**src/rtl/uart_tx_fifo_drain.sv**
```systemverilog
// UART transmitter that pops one word per frame from the TX FIFO and serialises it LSB first.
// Define UART_TX_PARITY_EN to insert one even-parity bit between the data and stop bits.
module uart_tx_fifo_drain #(
  parameter int DATA_SIZE    = 8,
  parameter int CLKS_PER_BIT = 868,
  parameter int STOP_BITS    = 1
) (
  input  logic                 clk,
  input  logic                 reset,
  input  logic                 tx_enable,
  input  logic                 fifo_empty,
  input  logic [DATA_SIZE-1:0] fifo_data,
  output logic                 fifo_read,
  output logic                 tx,
  output logic                 busy
);

  localparam int CNT_W = $clog2(CLKS_PER_BIT * 2);
  localparam int IDX_W = $clog2(DATA_SIZE + 1);
  localparam logic [CNT_W-1:0] BAUD_LAST = CNT_W'(CLKS_PER_BIT - 1);
  localparam logic [IDX_W-1:0] DATA_LAST = IDX_W'(DATA_SIZE - 1);
  localparam logic [IDX_W-1:0] STOP_LAST = IDX_W'(STOP_BITS - 1);

  typedef enum logic [2:0] {
    S_IDLE,
    S_START,
    S_DATA,
`ifdef UART_TX_PARITY_EN
    S_PARITY,
`endif
    S_STOP
  } state_t;

  state_t               state_reg, state_next;
  logic [CNT_W-1:0]     baud_reg, baud_next;
  logic [IDX_W-1:0]     idx_reg, idx_next;
  logic [DATA_SIZE-1:0] shift_reg, shift_next;
  logic                 tx_reg, tx_next;
`ifdef UART_TX_PARITY_EN
  logic                 parity_reg, parity_next;
`endif
  logic                 pop;
  logic                 baud_done;

  assign baud_done = (baud_reg == BAUD_LAST);
  // Pop only from IDLE, so a frame can never consume more than one word.
  assign pop       = (state_reg == S_IDLE) && tx_enable && !fifo_empty && !reset;
  assign fifo_read = pop;
  assign busy      = (state_reg != S_IDLE);
  assign tx        = tx_reg;

  always_ff @(posedge clk or posedge reset) begin
    if (reset) begin
      state_reg  <= S_IDLE;
      baud_reg   <= '0;
      idx_reg    <= '0;
      shift_reg  <= '0;
      tx_reg     <= 1'b1;
`ifdef UART_TX_PARITY_EN
      parity_reg <= 1'b0;
`endif
    end else begin
      state_reg  <= state_next;
      baud_reg   <= baud_next;
      idx_reg    <= idx_next;
      shift_reg  <= shift_next;
      tx_reg     <= tx_next;
`ifdef UART_TX_PARITY_EN
      parity_reg <= parity_next;
`endif
    end
  end

  always_comb begin
    state_next  = state_reg;
    baud_next   = baud_reg;
    idx_next    = idx_reg;
    shift_next  = shift_reg;
    tx_next     = 1'b1;
`ifdef UART_TX_PARITY_EN
    parity_next = parity_reg;
`endif

    // One shared baud counter; wrapping to zero on every boundary keeps bits drift-free.
    if (state_reg != S_IDLE) begin
      baud_next = baud_done ? '0 : baud_reg + 1'b1;
    end

    case (state_reg)
      S_IDLE: begin
        if (pop) begin
          shift_next  = fifo_data;
          baud_next   = '0;
          idx_next    = '0;
`ifdef UART_TX_PARITY_EN
          parity_next = ^fifo_data;
`endif
          state_next  = S_START;
        end
      end
      S_START: begin
        if (baud_done) state_next = S_DATA;
      end
      S_DATA: begin
        if (baud_done) begin
          shift_next = shift_reg >> 1;
          if (idx_reg == DATA_LAST) begin
            idx_next = '0;
`ifdef UART_TX_PARITY_EN
            state_next = S_PARITY;
`else
            state_next = S_STOP;
`endif
          end else begin
            idx_next = idx_reg + 1'b1;
          end
        end
      end
`ifdef UART_TX_PARITY_EN
      S_PARITY: begin
        if (baud_done) state_next = S_STOP;
      end
`endif
      S_STOP: begin
        if (baud_done) begin
          if (idx_reg == STOP_LAST) begin
            idx_next   = '0;
            state_next = S_IDLE;
          end else begin
            idx_next = idx_reg + 1'b1;
          end
        end
      end
      default: state_next = S_IDLE;
    endcase

    // tx is registered from the upcoming state so the line changes with the state itself.
    case (state_next)
      S_START:  tx_next = 1'b0;
      S_DATA:   tx_next = shift_next[0];
`ifdef UART_TX_PARITY_EN
      S_PARITY: tx_next = parity_next;
`endif
      default:  tx_next = 1'b1;
    endcase
  end

endmodule

```
**config.mk**
```make
export PLATFORM = sky130hd
export DESIGN_NAME = uart_tx_fifo_drain
export DESIGN_NICKNAME = d
export VERILOG_FILES = /design/src/rtl/uart_tx_fifo_drain.sv
export SDC_FILE = /design/constraint.sdc
export NUM_CORES = 1
export LEC_CHECK = 0
export ABC_AREA = 1
export CORE_MARGIN = 2
export CORE_UTILIZATION = 60
export CTS_BUF_LIST = sky130_fd_sc_hd__clkbuf_2
export CTS_CLUSTER_DIAMETER = 150
export DETAILED_ROUTE_END_ITERATION = 10
export DONT_BUFFER_PORTS = 1
export PLACE_DENSITY_LB_ADDON = 0.15
export SYNTH_ARGS = -nofsm -noshare
export SYNTH_HDL_FRONTEND = slang
export SYNTH_SLANG_ARGS = --single-unit
export TNS_END_PERCENT = 100
```
**constraint.sdc**
```tcl
create_clock -name clk -period 1.9 [get_ports clk]
set_input_delay 0.475 -clock clk [delete_from_list [all_inputs] [get_ports clk]]
set_output_delay 0.475 -clock clk [all_outputs]
set_load 0.1 [all_outputs]
```
# Word level (Yosys, flattened, before mapping)
# Index checks and enable logic that the tools add are counted.
[classes]
add_sub_neg = 2
n_reduce_logical = 12
muxes = 21
eq_ne = 10
[ops]
columns = ["operator", "n"]
rows = [
  ["$mux W11", 4],
  ["$mux W4", 5],
  ["$mux W3", 6],
  ["$mux W8", 2],
  ["$pmux W8 S2", 1],
  ["$pmux W3 S4", 1],
  ["$pmux W4 S3", 1],
  ["$add A11 B1 Y11 const B", 1],
  ["$eq A11 B10 Y1 const B", 1],
  ["$eq A3 B2 Y1 const B", 3],
  ["$eq A3 B1 Y1 const B", 2],
  ["$ne A2 B2 Y1 const B", 3],
  ["$reduce_bool A3 Y1", 2],
  ["$add A4 B1 Y4 const B", 1],
  ["$eq A4 B3 Y1 const B", 1],
  ["$logic_not A4 Y1", 1],
  ["$reduce_and A4 Y1", 1],
  ["$logic_and A1 B1 Y1", 3],
  ["$logic_not A3 Y1", 1],
  ["$reduce_and A3 Y1", 1],
  ["$logic_not A1 Y1", 2],
  ["$pmux W1 S2", 1],
  ["$reduce_bool A2 Y1", 1],
]
[word_totals]
out_inout_bits = 3
inputBits = 12
wordCells = 51
reg_bits = 27

# Longest topological paths before layout
# Gate-level depths: netlist (run 1).
[logic_depth]
word_depth = 8
mapped_depth = 10

# Worst setup path after synthesis (run 1)
# OpenSTA, ideal clock, no wires.
[synth_timing]
path_type = "input-to-output"
from = "input port fifo_empty"
to = "output port fifo_read"
t_arrival_ps = 1287
slack_ps = 138
required_time_ps = 1425
cell_stages = 5
cell_sequence = "inv_1 nand2_1 nor2_1 nand2_2 inv_2"
[synth_via]
elab_chain_cells = 3
[synth_rtl]
columns = ["item", "line_no", "rtl"]
rows = [
  ["start: declaration", "11", "input logic fifo_empty,"],
  ["$logic_not A1 Y1", "47", "assign pop = (state_reg == S_IDLE) && tx_enable && !fifo_empty && !reset;"],
  ["$logic_and A1 B1 Y1 (2 in series)", "47", ""],
  ["end: declaration", "13", "output logic fifo_read,"],
]
# No other way between the ends.

# Final worst setup path (run 1)
[layout_timing]
from = "register state_reg[0]"
to = "output port fifo_read"
[layout_via]
elab_chain_cells = 4
[layout_rtl]
columns = ["item", "line_no", "rtl"]
rows = [
  ["start: declaration", "34", "state_t state_reg, state_next;"],
  ["start signal: assignment", "63", "state_reg <= state_next;"],
  ["$logic_not A3 Y1", "47", ""],
  ["$logic_and A1 B1 Y1 (3 in series)", "47", ""],
]
# No other way between the ends.

==> results of run 1 <==
metal layers:
metal,up-vias,part of all wire,global-route usage
met5,-,0,0
met4,0,0.018,0.07317
met2,48,0.53,0.4782
li1,677,-,-
met3,12,0.047,0.04570
met1,630,0.41,0.3052
metrics by stage:
stage | instances | setup TNS [ns] | area (sq um) | utilization
after floorplan | 196 | 0 | 1572 | -
after global placement | 230 | 0 | 1652 | 0.6667
after detailed placement | 230 | 0 | 1652 | 0.6667
after CTS | 242 | 0 | 1762 | 0.7111
after global routing | 245 | -0.07486 | 1792 | 0.7232
final | 245 | 0 | 1792 | 0.7232
final cells by class:
class	count	area, sq um	share of cell area
clock buffers	4	20.02	0.01117
inverters	26	97.59	0.05447
multi-input cells	143	802.0	0.4476
flip-flops and latches	27	676.9	0.3778
well taps	30	37.54	0.02095
repair buffers	15	157.7	0.08799
cells in the mapped netlist:
cell      count
nand2_1      47
dfrtp_1      26
nor2_1       23
inv_1        20
nand3_1      12
a21oi_1       9
o21ai_0       7
inv_2         6
xor2_1        5
a32oi_1       4
nand2_2       4
nor2_2        4
o21ai_1       4
ha_1          3
nand2_4       3
nor2_4        3
o22ai_1       3
a22o_1        2
nand3_4       2
nand3b_1      2
a22oi_1       1
conb_1        1
dfstp_2       1
nand4_1       1
nand4_4       1
or2_2         1
xnor2_1       1
what timing repair did:
item,4_1_cts,5_1_grt
gates resized for setup,1,2
setup buffers,7,3
pin swaps,2,2
setup endpoints to repair,1,2
gates cloned,1,0
hold buffers,0,0
worst max-delay path by stage:
stage                end  cells past startpoint  slack (ns)
4_1_cts        fifo_read                      6     0.00008
5_1_grt        fifo_read                      6       -0.07
6_report       fifo_read                      6        0.01
3_3_place_gp   fifo_read                      6        0.27
3_5_place_dp   fifo_read                      6        0.23
2_1_floorplan  fifo_read                      5        0.14
logic make-up after synthesis:
group / count (synthesis) / synth area share
other: 1 / 0.002386
buffers and inverters: 26 / 0.06210
and+or+nand+nor: 103 / 0.3336
xor gates and xnor gates: 6 / 0.03344
AOI/OAI and AO/OA: 30 / 0.1139
adders and majority gates: 3 / 0.02389
DFF: 27 / 0.4307
where the power goes:
group | switching [W] | internal, W | total [W]
Combinational | 0.000187 | 0.000120 | 0.000307
Clock | 0.000167 | 0.0000555 | 0.000223
Sequential | 0.0000820 | 0.000645 | 0.000727
Total | 0.000436 | 0.000821 | 0.00126
worst reg2reg max path, delay by kind of cell (launching register included):
family	cells	cell delay, ns
buffers and inverters	1	0.13
DFF	1	0.45
and+or+nand+nor	5	0.69
adders and majority gates	1	0.24
AOI/OAI and AO/OA	1	0.11
==> out/results.ini, run 1 <==
[outcome]
run_status = finished clean

[die]
initial_core_util = 0.6343
die_w_um = 55.18
coreArea_sq_um = 2477
die_h_um = 55.18
dieArea_sq_um = 3044
rows = 18
ioPinCount = 15

[synthesis]
yosysSeqAreaShare = 0.4307
synth_warnings = 0
syn_inst = 196
synth_area_sq_um = 1572
syn_nets = 211
synth_top_cell_by_area = dfrtp_1
synth.avg_cell_area_sq_um = 8.018
synth.distinct_cells = 27
ys_top_cells_by_area = dfrtp_1 41%, nand2_1 11%, nor2_1 5.5%
yosysTopAreaCellShare = 0.4140
synth_seq_cells = 27

[sta]
fin_ws_ns = 0.009658
final-hold-violation-count = 0
setup_viol = 0
holdWs_ns = 0.01702
post-route-period-util = 0.9949
drv_slew = 0
skew_ns = 0.01086
fmax_mhz = 529.0
rsz0062_at_grt = true
timing.final.crit_period_ns = 1.890

[cells_and_area]
n_fill_cell = 191
nNetsFinal = 231
area_delta_synth_final_pct = 14.01
mostFrequentLayoutCell = nand2_1
num_antenna_cells = 0
largest_register_ffs = 11
drive_gt1_frac = 0.2047
final_cell_mix = 47 x nand2_1, 26 x dfrtp_1, 23 x nor2_1

[flow_run]
maxCapViolations = 0

[detailed_routing]
drtIter0Drc = 56
routedWlPerCell_um = 14.38
num_vias = 1367
remaining_drc_errors = 0
routed_via_density = 5.580
drt-total-wl_um = 3524
firstDrtPassIters = 5
ant_nets = 0

[worst_setup_path]
cp.required_ns = 1.42
critPathBufInv = 3
cp_slowest_cell = dfrtp_1
crit_top_cell = inv_2
critPathMaxStageDelay_ns = 0.47
endpoint_kind = primary output
worst_r2r_startpoint = baud_reg[0]$_DFF_PP0_
r2r-end = baud_reg[7]$_DFF_PP0_
start_kind = register
path_cells = inv_2 -> nand2_4 -> nor2_4 -> nand2_2 -> inv_2 -> buf_12
cp.arrival_ns = 1.42
cp-startpoint = state_reg[0]$_DFF_PP0_
worst-r2r-setup-slack_ns = 0.19
cp_max_fo = 5
worstRegToRegCells = 8
worstSetupPathType = reg -> out
crit_family = flip-flops

[global_routing]
grt_pass1_wl_um = 5513
grt_pass1_vias = 1266
grt.overflow.total = 0
grt_max_degree = 28
grt_usage = 0.2589
antenna_found_initial = 0

[place]
port_buffers = 0
dp_slack_ns = 0.2254
dp_hpwl_um = 2594
routabilityCongestion = 0.8256

[pwr]
vdd_drop_max_mv = 0.5670
power_w = 0.001257
total_leakage_power_nw = 0.8765
power_density_nw_per_um2 = 701.3

[clock_network]
htree_levels = 1
cts.sinks = 27
cts_root_buffer = clkbuf_2
cts_made_buffers = 3
insertion_delay_ns = 0.35
cts_tree = yes
clockBufferDepth = 2
path_clk_slew_ns = 0.25

[worst_hold_path]
hold_class = in -> async

(Power assumes the default switching activity.)
==> run 2: changes to the inputs <==
--- a/config.mk
+++ b/config.mk
@@ -6,13 +6,12 @@
 export NUM_CORES = 1
 export LEC_CHECK = 0
 export ABC_AREA = 1
-export CORE_MARGIN = 2
-export CORE_UTILIZATION = 60
+export CORE_UTILIZATION = 51
 export CTS_BUF_LIST = sky130_fd_sc_hd__clkbuf_2
 export CTS_CLUSTER_DIAMETER = 150
 export DETAILED_ROUTE_END_ITERATION = 10
 export DONT_BUFFER_PORTS = 1
-export PLACE_DENSITY_LB_ADDON = 0.15
+export PLACE_DENSITY_LB_ADDON = 0.08
 export SYNTH_ARGS = -nofsm -noshare
 export SYNTH_HDL_FRONTEND = slang
 export SYNTH_SLANG_ARGS = --single-unit
==> out/results.ini, run 2 (synthesis gave the netlist of run 1 again) <==
[outcome]
run_status = finished, violations left
violations = DRC, hold timing

[clock_network]
insertion_delay_ns = 0.38
cts_made_buffers = 3
htree_levels = 1
cts_root_buffer = clkbuf_2
path_clk_slew_ns = 0.27
cts.sinks = 27
clockBufferDepth = 2
cts_tree = yes

[sta]
setup_viol = 0
final-hold-violation-count = 14
drv_slew = 0
fmax_mhz = 531.2
holdWs_ns = -0.01366
skew_ns = 0.02089
fin_ws_ns = 0.01753
final.setup.tns_ns = 0
rsz0062_at_grt = true
post-route-period-util = 0.9908
timing.final.crit_period_ns = 1.882

[detailed_routing]
remaining_drc_errors = 1
drt-total-wl_um = 3270
drtIter0Drc = 78
firstDrtPassIters = 7
num_vias = 1323
routedWlPerCell_um = 13.29
ant_nets = 0
routed_via_density = 5.378

[die]
coreArea_sq_um = 2829
ioPinCount = 15
die_h_um = 57.51
die_w_um = 57.51
dieArea_sq_um = 3307
initial_core_util = 0.5555
rows = 19

[cells_and_area]
n_fill_cell = 241
area_delta_synth_final_pct = 13.85
mostFrequentLayoutCell = nand2_1
largest_register_ffs = 11
fin_area_sq_um = 1789
final_cell_mix = 47 x nand2_1, 26 x dfrtp_1, 23 x nor2_1
nNetsFinal = 231
drive_gt1_frac = 0.2047
num_antenna_cells = 0

[place]
routabilityCongestion = 0.8612
port_buffers = 0
dp_hpwl_um = 2376
dp_slack_ns = 0.2409
placed_area_sq_um = 1653

[global_routing]
grt.overflow.total = 0
grt_pass1_wl_um = 5568
grt_pass1_vias = 1338
grt_usage = 0.2160
grt_max_degree = 28
antenna_found_initial = 0

[worst_setup_path]
start_kind = register
cp.required_ns = 1.42
worst_r2r_startpoint = baud_reg[0]$_DFF_PP0_
worstRegToRegCells = 8
worst-r2r-setup-slack_ns = 0.23
cp.arrival_ns = 1.41
cp_max_fo = 5
worstSetupPathType = reg -> out
endpoint_kind = primary output
crit_end = fifo_read
r2r-end = baud_reg[10]$_DFF_PP0_
cp-startpoint = state_reg[0]$_DFF_PP0_

[flow_run]
maxCapViolations = 0

[pwr]
power_density_nw_per_um2 = 697.7
total_leakage_power_nw = 0.8767
vdd_drop_max_mv = 0.4811

[worst_hold_path]
hold_class = in -> async

==> run 2: cell types whose count changed in the layout (fill, tap and decap cells not counted) <==
cell / delta
clkbuf_2: -1
buf_8: -1
buf_6: +1
clkinv_2: +1
==> run 2: how the worst min path moves through the flow <==
stage	from	end	depth (start not counted)
global placement	reset	baud_reg[10]$_DFF_PP0_	2
detailed placement	reset	baud_reg[10]$_DFF_PP0_	2
floorplan	shift_reg[0]$_DFF_PP0_	shift_reg[0]$_DFF_PP0_	2
global route	reset	baud_reg[10]$_DFF_PP0_	2
finish	reset	baud_reg[10]$_DFF_PP0_	2
CTS	reset	shift_reg[2]$_DFFE_PP0P_	2
==> run 2: timing repair <==
item | in CTS | in global routing
pin swaps | 1 | 2
setup buffers | 7 | 3
resized for setup | 1 | 1
gates cloned | 1 | 0
hold buffers | 0 | 0
setup endpoints to repair | 1 | 2
==> run 2: worst max-delay path, cell delays in order, from the launching register on <==
cell and delay, ns:
dfrtp_1 0.45, inv_2 0.09, nand2_4 0.08, nor2_4 0.10, nand2_2 0.06, inv_2 0.08, buf_12 0.18
==> run 2: final cells by class <==
cell class	instances	area, sq um	share of cell area
timing repair buffer	15	153.9	0.08601
tap	31	38.79	0.02168
sequential	27	676.9	0.3783
clock buffer	3	15.01	0.008392
clock inverter	1	5.005	0.002797
inverter	26	97.59	0.05455
multi-input combinational	143	802.0	0.4483
==> run 2: report_power, final <==
part | total, W | switching, W | internal, W
combinational | 0.000300 | 0.000181 | 0.000119
sequential | 0.000724 | 0.0000790 | 0.000645
clock | 0.000225 | 0.000177 | 0.0000477
==> run 2: routing by layer <==
| metal | vias to the layer above | routed length (um) | track usage |
|---|---|---|---|
| li1 | 667 | - | - |
| met1 | 616 | 1534 | 0.2901 |
| met2 | 31 | 1536 | 0.3621 |
| met3 | 9 | 123 | 0.03175 |
| met4 | 0 | 76 | 0.06272 |
| met5 | - | 0 | 0 |
==> run 2: per-stage QoR <==
step	util	std cells	power (W)	hold slack (ns)
5_1_grt	0.6325	246	0.001309	0.01086
2_1_floorplan	-	196	0.0009387	0.4490
6_report	0.6325	246	0.001248	-0.01366
3_5_place_dp	0.5843	231	0.001007	0.4489
3_3_place_gp	0.5843	231	0.0009929	0.4434
4_1_cts	0.6232	243	0.001238	0.01987
